[config.mk]
export PLATFORM = sky130hd
export DESIGN_NAME = uart_ram_ctrl_flat
export DESIGN_NICKNAME = d
export VERILOG_FILES = /design/src/rtl/uart_ram_if.sv /design/src/rtl/uart_ram_ctrl.sv /design/src/flat_wrapper.sv
export SDC_FILE = /design/constraint.sdc
export NUM_CORES = 1
export LEC_CHECK = 0
export CORE_MARGIN = 4
export CORE_UTILIZATION = 50
export DETAILED_ROUTE_END_ITERATION = 16
export DONT_BUFFER_PORTS = 1
export MAX_ROUTING_LAYER = met4
export PLACE_DENSITY = 0.65
export SLEW_MARGIN = 15
export SYNTH_ARGS = -nofsm -noshare
export SYNTH_HDL_FRONTEND = slang
export SYNTH_SLANG_ARGS = --single-unit
[constraint.sdc]
create_clock -name clk -period 2.6 [get_ports clk]
set_clock_uncertainty 0.15 [all_clocks]
set_input_delay 0.39 -clock clk [delete_from_list [all_inputs] [get_ports clk]]
set_output_delay 0.39 -clock clk [all_outputs]
set_load 0.005 [all_outputs]
[src/rtl/uart_ram_if.sv]
// rtl/uart_ram_if.sv - UART receiver / block RAM / transmitter bus bundle for uart_ram_ctrl
// Optional UART_RAM_CTRL_ERR_CNT_EN adds the err_cnt status output.

interface uart_ram_if #(
    parameter int ADDR_W = 10
);
    logic              rx_data_valid;
    logic [7:0]        rx_data;
    logic              rx_block_timeout;
    logic              ram_we;
    logic              ram_re;
    logic [ADDR_W-1:0] ram_addr;
    logic [7:0]        ram_wdata;
    logic [7:0]        ram_rdata;
    logic              tx_valid;
    logic [7:0]        tx_data;
    logic              tx_ready;
    logic              busy;
    logic              err;
`ifdef UART_RAM_CTRL_ERR_CNT_EN
    logic [7:0]        err_cnt;

    modport master (
        input  rx_data_valid, rx_data, rx_block_timeout, ram_rdata, tx_ready,
        output ram_we, ram_re, ram_addr, ram_wdata, tx_valid, tx_data, busy, err, err_cnt
    );
    modport slave (
        output rx_data_valid, rx_data, rx_block_timeout, ram_rdata, tx_ready,
        input  ram_we, ram_re, ram_addr, ram_wdata, tx_valid, tx_data, busy, err, err_cnt
    );
`else
    modport master (
        input  rx_data_valid, rx_data, rx_block_timeout, ram_rdata, tx_ready,
        output ram_we, ram_re, ram_addr, ram_wdata, tx_valid, tx_data, busy, err
    );
    modport slave (
        output rx_data_valid, rx_data, rx_block_timeout, ram_rdata, tx_ready,
        input  ram_we, ram_re, ram_addr, ram_wdata, tx_valid, tx_data, busy, err
    );
`endif
endinterface

[src/rtl/uart_ram_ctrl.sv]
// rtl/uart_ram_ctrl.sv - UART byte-frame command sequencer driving the on-chip block RAM
// Optional UART_RAM_CTRL_ERR_CNT_EN: saturating err_cnt, returned by a read of address 0xFFFF.

module uart_ram_ctrl #(
    parameter int ADDR_W = 10
) (
    input  logic       clk,
    input  logic       rst,
    uart_ram_if.master bus
);
    localparam logic [7:0]        CMD_WR   = 8'h57;
    localparam logic [7:0]        CMD_RD   = 8'h52;
    localparam logic [ADDR_W-1:0] ADDR_ONE = ADDR_W'(1);

    typedef enum logic [3:0] {
        S_IDLE, S_ADDR_HI, S_ADDR_LO, S_WR_DATA, S_RD_LEN,
        S_RD_REQ, S_RD_WAIT, S_RD_SEND, S_DRAIN
    } state_t;

    state_t            state_q, state_d;
    logic              is_rd_q, is_rd_d;
    logic [7:0]        hi_q, hi_d;
    logic [ADDR_W-1:0] addr_q, addr_d;
    logic [ADDR_W-1:0] wr_addr_q, wr_addr_d;
    logic [7:0]        wdata_q, wdata_d;
    logic              we_q, we_d;
    logic [8:0]        count_q, count_d;
    logic              tx_valid_q, tx_valid_d;
    logic [7:0]        tx_data_q, tx_data_d;
    logic              err_q, err_d;
`ifdef UART_RAM_CTRL_ERR_CNT_EN
    logic [7:0]        err_cnt_q, err_cnt_d;
    logic              stat_q, stat_d;
`endif

    logic rx_valid;
    logic rx_to;
    assign rx_valid = bus.rx_data_valid;
    assign rx_to    = bus.rx_block_timeout;

    always_ff @(posedge clk) begin
        if (rst) begin
            state_q    <= S_IDLE;
            is_rd_q    <= 1'b0;
            hi_q       <= 8'h00;
            addr_q     <= '0;
            wr_addr_q  <= '0;
            wdata_q    <= 8'h00;
            we_q       <= 1'b0;
            count_q    <= 9'd0;
            tx_valid_q <= 1'b0;
            tx_data_q  <= 8'h00;
            err_q      <= 1'b0;
`ifdef UART_RAM_CTRL_ERR_CNT_EN
            err_cnt_q  <= 8'h00;
            stat_q     <= 1'b0;
`endif
        end else begin
            state_q    <= state_d;
            is_rd_q    <= is_rd_d;
            hi_q       <= hi_d;
            addr_q     <= addr_d;
            wr_addr_q  <= wr_addr_d;
            wdata_q    <= wdata_d;
            we_q       <= we_d;
            count_q    <= count_d;
            tx_valid_q <= tx_valid_d;
            tx_data_q  <= tx_data_d;
            err_q      <= err_d;
`ifdef UART_RAM_CTRL_ERR_CNT_EN
            err_cnt_q  <= err_cnt_d;
            stat_q     <= stat_d;
`endif
        end
    end

    // A byte arriving with the timeout is handled first; the timeout then
    // overrides the next state according to the state the byte arrived in.
    always_comb begin
        state_d    = state_q;
        is_rd_d    = is_rd_q;
        hi_d       = hi_q;
        addr_d     = addr_q;
        wr_addr_d  = wr_addr_q;
        wdata_d    = wdata_q;
        we_d       = 1'b0;
        count_d    = count_q;
        tx_valid_d = tx_valid_q;
        tx_data_d  = tx_data_q;
        err_d      = 1'b0;
`ifdef UART_RAM_CTRL_ERR_CNT_EN
        stat_d     = stat_q;
`endif
        case (state_q)
            S_IDLE: begin
                if (rx_valid) begin
                    if (bus.rx_data == CMD_WR || bus.rx_data == CMD_RD) begin
                        is_rd_d = (bus.rx_data == CMD_RD);
                        state_d = S_ADDR_HI;
                    end else begin
                        err_d   = 1'b1;
                        state_d = S_DRAIN;
                    end
                end
            end
            S_ADDR_HI: begin
                if (rx_valid) begin
                    hi_d    = bus.rx_data;
                    state_d = S_ADDR_LO;
                end
                if (rx_to) begin
                    err_d   = 1'b1;
                    state_d = S_IDLE;
                end
            end
            S_ADDR_LO: begin
                if (rx_valid) begin
                    addr_d  = ADDR_W'({hi_q, bus.rx_data});
                    state_d = is_rd_q ? S_RD_LEN : S_WR_DATA;
`ifdef UART_RAM_CTRL_ERR_CNT_EN
                    stat_d  = is_rd_q && ({hi_q, bus.rx_data} == 16'hFFFF);
                    if (stat_d) addr_d = '0;
`endif
                end
                if (rx_to) begin
                    err_d   = 1'b1;
                    state_d = S_IDLE;
                end
            end
            S_WR_DATA: begin
                if (rx_valid) begin
                    we_d      = 1'b1;
                    wr_addr_d = addr_q;
                    wdata_d   = bus.rx_data;
                    addr_d    = addr_q + ADDR_ONE;
                end
                if (rx_to) state_d = S_IDLE;
            end
            S_RD_LEN: begin
                if (rx_valid) begin
                    count_d = {1'b0, bus.rx_data} + 9'd1;
                    state_d = S_RD_REQ;
`ifdef UART_RAM_CTRL_ERR_CNT_EN
                    // Status read: first byte is the counter, no RAM access.
                    if (stat_q) begin
                        tx_data_d  = err_cnt_q;
                        tx_valid_d = 1'b1;
                        state_d    = S_RD_SEND;
                    end
`endif
                end
                if (rx_to) begin
                    err_d      = 1'b1;
                    tx_valid_d = 1'b0;
                    state_d    = S_IDLE;
                end
            end
            S_RD_REQ: begin
                err_d   = rx_valid;
                state_d = S_RD_WAIT;
            end
            S_RD_WAIT: begin
                err_d      = rx_valid;
                tx_data_d  = bus.ram_rdata;
                tx_valid_d = 1'b1;
                state_d    = S_RD_SEND;
            end
            S_RD_SEND: begin
                err_d = rx_valid;
                if (tx_valid_q && bus.tx_ready) begin
                    tx_valid_d = 1'b0;
                    count_d    = count_q - 9'd1;
                    addr_d     = addr_q + ADDR_ONE;
`ifdef UART_RAM_CTRL_ERR_CNT_EN
                    if (stat_q) begin
                        stat_d = 1'b0;
                        addr_d = addr_q;
                    end
`endif
                    state_d = (count_q == 9'd1) ? S_IDLE : S_RD_REQ;
                end
            end
            S_DRAIN: begin
                if (rx_to) state_d = S_IDLE;
            end
            default: state_d = S_IDLE;
        endcase
`ifdef UART_RAM_CTRL_ERR_CNT_EN
        err_cnt_d = (err_d && err_cnt_q != 8'hFF) ? err_cnt_q + 8'd1 : err_cnt_q;
`endif
    end

    assign bus.ram_re    = (state_q == S_RD_REQ);
    assign bus.ram_addr  = (state_q == S_RD_REQ) ? addr_q : wr_addr_q;
    assign bus.ram_we    = we_q;
    assign bus.ram_wdata = wdata_q;
    assign bus.tx_valid  = tx_valid_q;
    assign bus.tx_data   = tx_data_q;
    assign bus.busy      = (state_q != S_IDLE);
    assign bus.err       = err_q;
`ifdef UART_RAM_CTRL_ERR_CNT_EN
    assign bus.err_cnt   = err_cnt_q;
`endif

endmodule

[src/flat_wrapper.sv]
// flat-port wrapper written by rule: the top's interface ports become plain ports
module uart_ram_ctrl_flat 
#(
    parameter int ADDR_W = 10
)
  (clk, rst, bus_rx_data_valid, bus_rx_data, bus_rx_block_timeout, bus_ram_rdata, bus_tx_ready, bus_ram_we, bus_ram_re, bus_ram_addr, bus_ram_wdata, bus_tx_valid, bus_tx_data, bus_busy, bus_err);
  uart_ram_if #(.ADDR_W(ADDR_W)) bus_i ();
  input  logic clk;
  input  logic rst;
  input wire logic [$bits(bus_i.rx_data_valid)-1:0] bus_rx_data_valid;
  input wire logic [$bits(bus_i.rx_data)-1:0] bus_rx_data;
  input wire logic [$bits(bus_i.rx_block_timeout)-1:0] bus_rx_block_timeout;
  input wire logic [$bits(bus_i.ram_rdata)-1:0] bus_ram_rdata;
  input wire logic [$bits(bus_i.tx_ready)-1:0] bus_tx_ready;
  output wire logic [$bits(bus_i.ram_we)-1:0] bus_ram_we;
  output wire logic [$bits(bus_i.ram_re)-1:0] bus_ram_re;
  output wire logic [$bits(bus_i.ram_addr)-1:0] bus_ram_addr;
  output wire logic [$bits(bus_i.ram_wdata)-1:0] bus_ram_wdata;
  output wire logic [$bits(bus_i.tx_valid)-1:0] bus_tx_valid;
  output wire logic [$bits(bus_i.tx_data)-1:0] bus_tx_data;
  output wire logic [$bits(bus_i.busy)-1:0] bus_busy;
  output wire logic [$bits(bus_i.err)-1:0] bus_err;
  assign bus_i.rx_data_valid = bus_rx_data_valid;
  assign bus_i.rx_data = bus_rx_data;
  assign bus_i.rx_block_timeout = bus_rx_block_timeout;
  assign bus_i.ram_rdata = bus_ram_rdata;
  assign bus_i.tx_ready = bus_tx_ready;
  assign bus_ram_we = bus_i.ram_we;
  assign bus_ram_re = bus_i.ram_re;
  assign bus_ram_addr = bus_i.ram_addr;
  assign bus_ram_wdata = bus_i.ram_wdata;
  assign bus_tx_valid = bus_i.tx_valid;
  assign bus_tx_data = bus_i.tx_data;
  assign bus_busy = bus_i.busy;
  assign bus_err = bus_i.err;
  uart_ram_ctrl #(.ADDR_W(ADDR_W)) u_core (.clk(clk), .rst(rst), .bus(bus_i));
endmodule
==> results of run 1 <==
[worst max-delay path: stages, from the launching register on]
cell and delay [ns]:
dfxtp_2 0.55, nand2_1 0.16, nor3_2 0.13, buf_4 0.23, mux2_2 0.38
[worst min-delay path by stage]
stage | depth (start not counted) | slack [ns] | end | startpoint
floorplan | 2 | 0.28 | u_core.wr_addr_q[0]$_SDFFE_PP0P_ | u_core.wr_addr_q[0]$_SDFFE_PP0P_
global placement | 2 | 0.28 | u_core.wr_addr_q[1]$_SDFFE_PP0P_ | u_core.wr_addr_q[1]$_SDFFE_PP0P_
detailed placement | 2 | 0.29 | u_core.wr_addr_q[6]$_SDFFE_PP0P_ | u_core.wr_addr_q[6]$_SDFFE_PP0P_
CTS | 1 | 0.01 | u_core.addr_q[7]$_SDFFE_PP0P_ | rst
global route | 1 | 0.001 | u_core.state_q[2]$_SDFFE_PP0P_ | rst
finish | 1 | 0.01 | u_core.state_q[0]$_SDFFE_PP0P_ | rst
[logic make-up after synthesis]
family                     Yosys count  synth area share, %
adders and majority gates            6                 2.37
xor gates and xnor gates             4                 1.14
buffers and inverters               35                 4.73
and+or+nand+nor                    166                 28.1
muxes                               16                 5.63
AOI/OAI and AO/OA                  111                 22.1
DFF                                 55                 35.9
[cells in the final DEF (no fill, tap or decap), types with 3 or more instances in the layout]
master    synthesis  layout
a211oi_1          4       4
a21oi_1          52      52
a31oi_1           3       3
and2_1            4       4
and3_1            3       3
and4_1            3       3
buf_4             0       9
clkbuf_8          0       5
dfxtp_1          55      53
ha_1              5       5
inv_1            10      10
mux2_2           10      10
mux2i_1           6       6
nand2_1          74      74
nand3_1          11      11
nand4_1           4       4
nor2_1           15      15
nor2b_1           4       4
nor3_1           10       9
nor3_2            2       3
nor3b_1           5       5
nor4_1            4       4
nor4b_1           3       3
o21ai_0          21      21
o31a_1            3       3
o32ai_1           6       6
or3_1             4       4
or4_1             4       4
xnor2_1           3       3
[area by class of cell]
class	instances	area, um2	area share (%)
clock inverters	3	33.8	1.03
multi-input cells	303	1830	55.8
repair buffers	12	108	3.29
clock buffers	5	68.8	2.10
inverters	10	37.5	1.15
flip-flops and latches	55	1100	33.7
well taps	75	93.8	2.87
[per-layer routing]
| layer | track usage, % | up-vias | routed length, um |
|---|---|---|---|
| met5 | - | - | 0 |
| met4 | 6.23 | 0 | 119 |
| met3 | 5.70 | 14 | 639 |
| met2 | 32.7 | 103 | 3520 |
| met1 | 32.1 | 1363 | 3750 |
| li1 | - | 1402 | - |
[per-stage QoR]
step	setup slack, ns	hold slack, ns	cells	cell area [um2]	total power [mW]
3_5_place_dp	0.410	0.289	452	3130	0.964
5_1_grt	0.135	0.00136	463	3270	1.57
4_1_cts	0.0402	0.0101	463	3270	1.51
6_report	0.288	0.0149	463	3270	1.50
3_3_place_gp	0.428	0.283	452	3130	0.964
2_1_floorplan	0.550	0.284	393	3070	0.963
[power groups by stage]
stage	Combinational, mW	Clock, mW	Sequential, mW
floorplan	0.0917	0	0.871
global placement	0.0816	0	0.882
detailed placement	0.0824	0	0.882
CTS	0.0999	0.549	0.863
global route	0.109	0.593	0.865
finish	0.0999	0.535	0.863
[registers in the layout, summed over array words and instances (netlist names)]
register,count
u_core.addr_q,10
u_core.bus.err,1
u_core.bus.ram_wdata,8
u_core.bus.ram_we,1
u_core.bus.tx_data,8
u_core.bus.tx_valid,1
u_core.count_q,9
u_core.hi_q,2
u_core.is_rd_q,1
u_core.state_q,4
u_core.wr_addr_q,10
[repair_timing]
item | 4_1_cts | 5_1_grt
setup endpoints to repair | 0 | 10
hold buffers | 3 | 0
gates resized for setup | 0 | 2
endpoints found under the hold margin | 44 | 0
setup buffers | 0 | 0
==> results.yml, run 1 <==
outcome:
  status: "finished, final reports clean"
logic_synthesis:
  ys_types: 62
  syn_inst: 393
  synth_top_area_cell: "dfxtp_1"
  syn_avg_cell_area_um2: 7.81
  yosys-top-cells-count: "74 x nand2_1, 55 x dfxtp_1, 52 x a21oi_1"
  ys_ff_latch: 55
  yosys_most_used_dff: "dfxtp_1"
  synthTopCellsByArea: "dfxtp_1 36%, nand2_1 9.1%, a21oi_1 8.5%, mux2_2 3.7%, o21ai_0 3.4%"
  synth.most_common_cell: "nand2_1"
  synth_top_area_share_pct: 35.9
  async_flop_share_pct: 0
  ys_warn_count: 0
  synth_edf_count: 0
  syn_area_um2: 3070
  seq_area_frac_synth_pct: 35.9
  syn_nets: 419
worst_setup_path:
  critical_path_class: "flop to primary output"
  crit_path_end: "bus_ram_addr[7]"
  worstSetupStartpoint: "u_core.state_q[2]$_SDFFE_PP0P_"
  r2r_slack_ns: 0.40
  worst_setup_path_start_kind: "flop"
  crit_path_end_kind: "primary output"
  reg2reg_depth: 4
  critical_path_arrival_ns: 1.77
  cp.required_ns: 2.06
  reg2reg_from: "u_core.state_q[1]$_SDFFE_PP0P_"
  r2r_end: "u_core.count_q[6]$_SDFFE_PP0P_"
  critPathMaxFanout: 20
floorplanning:
  dieArea_um2: 7450
  io_pins: 52
  die_w_um: 86.3
  core_area_um2: 5920
  die_h_um: 86.3
  num_rows: 28
  start_util_pct: 51.8
timing:
  totalNegativeSetupSlack_ns: 0
  hold_viol_final: 0
  tightestPinTransition_ns: 0.650
  rsz0062_at_grt: "no"
  relSlewSlack_pct: 56.7
  fin_crit_ns: 2.31
  fmax_mhz: 433
  finalSetupViolCount: 0
  slew_viol_final: 0
  min_period_over_period_pct: 88.9
global_route:
  antenna_found_initial: 0
  grt_max_degree: 45
  grt_usage_pct: 22.9
  grt_pass1_vias: 2638
  grt_pass1_wl_um: 13400
  grt-ovfl-total: 0
pwr:
  p_clk_share_pct: 35.7
  p_switching_mw: 0.397
  switching_share_pct: 26.5
  p_leak_nw: 1.07
  power_frac_comb_pct: 6.7
  ir_worst_vdd_v: 0.000304
  p_per_area_nw_per_um2: 458
  sequentialPowerShare_pct: 57.6
  intPower_mw: 1.10
layout:
  fillers: 575
  drive_above_1_share_pct: 10.6
  final_nets: 413
  area_growth_pct: 6.65
  fin_util_pct: 55.3
  antenna_cells: 0
hold_path:
  min_path_type: "input port to flop"
routing:
  drc: 0
  drt-initial-drc-count: 180
  detail_route.wl_per_cell_um: 17.3
  antenna_left: 0
  via_count: 2882
  via_per_inst: 6.22
  first_pass_iters: 4
  wirelength_um: 8030
clock_network:
  cts_max_path_buffers: 2
  htreeDepth: 2
  cts-root-buf: "clkbuf_8"
  cts_tree: "built"
  path_clk_slew_ns: 0.11
  cts_made_buffers: 5
  cts_sinks: 55
  clock_latency_ns: 0.32
placement:
  routabilityCongestion: 0.857
  dp_hpwl_um: 5510
  port_buffers: 0
run:
  drv_cap: 0
No activity file was read; power rests on OpenSTA's default activity.
==> inputs of run 2 (changes only) <==
Settings changed: CORE_ASPECT_RATIO set to 1.25.
==> results.yml, run 2 (synthesis gave the netlist of run 1 again) <==
layout:
  drive_above_1_share_pct: 10.3
  fin_area_um2: 3270
  final_nets: 412
  final_common_cell: "nand2_1"
  largestRegisters: "u_core.addr_q: 10 flops, u_core.wr_addr_q: 10 flops, u_core.count_q: 9 flops"
  antenna_cells: 0
  final_cell_mix: "74 x nand2_1, 53 x dfxtp_1, 52 x a21oi_1"
  area_growth_pct: 6.53
pwr:
  intPower_mw: 1.10
  switching_share_pct: 26.1
  sequentialPowerShare_pct: 57.5
  total_power_mw: 1.49
  p_per_area_nw_per_um2: 456
  p_clk_share_pct: 34.9
  p_leak_nw: 1.07
  p_switching_mw: 0.388
  power_frac_comb_pct: 7.6
  ir_worst_vdd_v: 0.000238
clock_network:
  cts_made_buffers: 5
  clock_latency_ns: 0.33
  cts_max_path_buffers: 2
  cts_sinks: 55
  cts_tree: "built"
  path_clk_slew_ns: 0.10
  htreeDepth: 2
  cts-root-buf: "clkbuf_8"
hold_path:
  min_path_type: "input port to flop"
floorplanning:
  io_pins: 52
  dieArea_um2: 7460
  core_area_um2: 5900
  die_w_um: 78.1
  num_rows: 31
  die_h_um: 95.6
  start_util_pct: 52.0
timing:
  relSlewSlack_pct: 49.5
  hold_viol_final: 0
  slew_viol_final: 0
  setup_ws_ns: 0.259
  min_period_over_period_pct: 90.0
  fin_crit_ns: 2.34
  holdWs_ns: 0.00922
  tightestPinTransition_ns: 0.751
  fmax_mhz: 427
  rsz0062_at_grt: "no"
  totalNegativeSetupSlack_ns: 0
  finalSetupViolCount: 0
routing:
  wirelength_um: 8100
  first_pass_iters: 4
  antenna_left: 0
  detail_route.wl_per_cell_um: 17.3
  via_per_inst: 5.90
  drt-initial-drc-count: 203
  via_count: 2769
  drc: 0
worst_setup_path:
  critical_path_class: "flop to primary output"
  cp.required_ns: 2.06
  critPathMaxFanout: 23
  critical_path_arrival_ns: 1.80
  crit_path_end_kind: "primary output"
  worst_setup_path_start_kind: "flop"
  r2r_slack_ns: 0.51
outcome:
  status: "finished, final reports clean"
placement:
  port_buffers: 0
  dp_hpwl_um: 5530
  routabilityCongestion: 0.860
  placed_cell_area_um2: 3130
  place_ws_ns: 0.331
global_route:
  grt_usage_pct: 22.7
  grt_pass1_wl_um: 13000
  grt_pass1_vias: 2511
  antenna_found_initial: 0
  grt-ovfl-total: 0
  grt_max_degree: 45
run:
  drv_cap: 0
-- run 2: area by class of cell --
cell class | count | area (um2)
fill | 599 | 2630
multi-input combinational | 303 | 1830
sequential | 55 | 1100
tap | 82 | 103
timing repair buffer | 11 | 100
clock buffer | 5 | 68.8
inverter | 10 | 37.5
clock inverter | 3 | 28.8
-- run 2: through the flow --
step                cells  utilization (%)
finish                469             55.4
global route          469             55.4
CTS                   468             55.2
detailed placement    458             53.1
global placement      458             53.1
floorplan             393                -
-- run 2: power groups by stage --
stage | clock network (mW) | logic (mW) | registers, mW
after floorplan | 0 | 0.0917 | 0.871
after detailed placement | 0 | 0.0951 | 0.875
after global routing | 0.560 | 0.124 | 0.857
final | 0.520 | 0.113 | 0.856
after global placement | 0 | 0.0945 | 0.874
after CTS | 0.531 | 0.111 | 0.856
-- run 2: final timing paths --
check / start / to / cells past startpoint
worst max-delay path: u_core.state_q[0]$_SDFFE_PP0P_ / bus_ram_addr[8] / 4
worst max register to register: u_core.state_q[1]$_SDFFE_PP0P_ / u_core.is_rd_q$_SDFFE_PP0P_ / 4
worst min register to register: u_core.wr_addr_q[2]$_SDFFE_PP0P_ / u_core.wr_addr_q[2]$_SDFFE_PP0P_ / 2
worst min-delay path: rst / u_core.count_q[3]$_SDFFE_PP0P_ / 1
-- run 2: metal layers --
metal	track usage, %	part of all wire [%]	routed length (um)
met5	-	0	0
met4	6.27	1.5	123
met3	4.25	5.1	411
met2	37.8	50	4050
met1	28.2	43	3510
-- run 2: timing repair --
| action | CTS | global route |
|---|---|---|
| hold buffers | 2 | 1 |
| setup endpoints to repair | 10 | 10 |
| gates resized for setup | 1 | 1 |
| buffers inserted | 0 | 0 |
| endpoints found under the hold margin | 44 | 1 |
-- run 2: critical path, stage by stage (launching register included) --
cell and delay [ns]:
dfxtp_2 0.60, nand2_1 0.15, nor3_2 0.12, buf_4 0.22, mux2_2 0.38
==> inputs of run 3 (changes only) <==
Settings changed: CORE_MARGIN 4 to 2, PLACE_DENSITY 0.65 to 0.66.
==> results.yml, run 3 (synthesis gave the netlist of run 1 again) <==
outcome:
  status: "finished, final reports clean"
pwr:
  p_switching_mw: 0.383
  switching_share_pct: 25.4
  ir_worst_vdd_v: 0.000273
  sequentialPowerShare_pct: 57.4
  power_frac_comb_pct: 6.6
  p_leak_nw: 1.08
  intPower_mw: 1.12
  p_per_area_nw_per_um2: 457
  p_clk_share_pct: 36.0
global_route:
  grt_pass1_vias: 2655
  antenna_found_initial: 0
  grt-ovfl-total: 0
  grt_max_degree: 45
  grt_pass1_wl_um: 13000
  grt_usage_pct: 25.1
timing:
  holdWs_ns: 0.0181
  relSlewSlack_pct: 45.7
  totalNegativeSetupSlack_ns: 0
  min_period_over_period_pct: 88.3
  tightestPinTransition_ns: 0.806
  fmax_mhz: 436
  slew_viol_final: 0
  hold_viol_final: 0
  rsz0062_at_grt: "no"
  fin_crit_ns: 2.29
  finalSetupViolCount: 0
clock_network:
  clock_latency_ns: 0.32
  cts_max_path_buffers: 2
  cts_made_buffers: 5
  path_clk_slew_ns: 0.11
  cts_sinks: 55
  cts-root-buf: "clkbuf_8"
  cts_tree: "built"
  htreeDepth: 2
routing:
  via_per_inst: 6.20
  first_pass_iters: 5
  via_count: 2919
  wirelength_um: 7830
  drc: 0
  antenna_left: 0
  drt-initial-drc-count: 246
  detail_route.wl_per_cell_um: 16.6
worst_setup_path:
  critical_path_class: "flop to primary output"
  cp_slowest_stage_delay_ns: 0.57
  worst_setup_path_start_kind: "flop"
  crit_path_end_kind: "primary output"
  critPathMaxFanout: 20
  crit_chain: "nand2_1 -> nor3_2 -> buf_4 -> mux2_2"
  cp.required_ns: 2.06
  worst_path_max_delay_cell: "dfxtp_2"
  critical_path_arrival_ns: 1.75
run:
  drv_cap: 0
layout:
  fillers: 562
  drive_above_1_share_pct: 10.8
  final_nets: 414
  largestRegisters: "u_core.addr_q: 10 flops, u_core.wr_addr_q: 10 flops, u_core.count_q: 9 flops"
  multi_input_area_um2: 1830
  final_cell_mix: "74 x nand2_1, 53 x dfxtp_1, 52 x a21oi_1"
  regArea_um2: 1100
  antenna_cells: 0
  area_growth_pct: 7.18
  fin_util_pct: 56.1
  final_cells: 471
  final_common_cell: "nand2_1"
hold_path:
  min_path_type: "input port to flop"
floorplanning:
  core_area_um2: 5860
  num_rows: 31
  start_util_pct: 52.4
  dieArea_um2: 6780
  io_pins: 52
  die_w_um: 74.1
  die_h_um: 91.6
placement:
  port_buffers: 0
  dp_hpwl_um: 5300
  routabilityCongestion: 0.865
  placedCellCount: 460
==> run 3: metal layers <==
metal  track usage (%)  vias up  share of wire [%]
li1                  -     1407                  -
met1              35.2     1388                 46
met2              36.4      112                 45
met3              5.22       12                7.7
met4              7.12        0                1.6
met5                 -        -                  0
==> run 3: final timing paths <==
path / cells after the start / startpoint / endpoint / slack, ns
worst max-delay path: 4 / u_core.state_q[2]$_SDFFE_PP0P_ / bus_ram_addr[4] / 0.31
worst min register to register: 2 / u_core.wr_addr_q[6]$_SDFFE_PP0P_ / u_core.wr_addr_q[6]$_SDFFE_PP0P_ / 0.31
worst min-delay path: 1 / rst / u_core.state_q[2]$_SDFFE_PP0P_ / 0.02
worst max register to register: 4 / u_core.state_q[1]$_SDFFE_PP0P_ / u_core.count_q[6]$_SDFFE_PP0P_ / 0.44
==> run 3: cell type report <==
class	instances	share of cell area, %
timing repair buffer	13	3.50
multi-input combinational	303	55.6
clock inverter	2	0.609
inverter	10	1.14
tap	82	3.12
sequential	55	33.6
clock buffer	6	2.51
==> run 3: stage by stage <==
stage | power, mW | area [um2] | setup slack, ns
final | 1.50 | 3290 | 0.305
after global routing | 1.56 | 3290 | 0.209
after CTS | 1.51 | 3290 | 0.0745
after detailed placement | 0.965 | 3140 | 0.434
after global placement | 0.965 | 3140 | 0.465
after floorplan | 0.963 | 3070 | 0.550
==> run 3: what timing repair did <==
action | 4_1_cts | 5_1_grt
endpoints found under the setup margin | 0 | 10
gates resized for setup | 0 | 2
endpoints found under the hold margin | 44 | 0
hold buffers | 3 | 0
setup buffers | 0 | 0
==> run 3: critical path, delay by kind of cell (launching register included) <==
kind	cells	cell delay, ns
DFF	1	0.57
buffers and inverters	1	0.22
muxes	1	0.37
and+or+nand+nor	2	0.27
==> run 3: power by group through the flow <==
stage	Clock, mW	Sequential [mW]	Combinational (mW)
2_1_floorplan	0	0.871	0.0917
3_3_place_gp	0	0.883	0.0822
3_5_place_dp	0	0.882	0.0826
4_1_cts	0.551	0.863	0.100
5_1_grt	0.584	0.866	0.108
6_report	0.541	0.863	0.0994
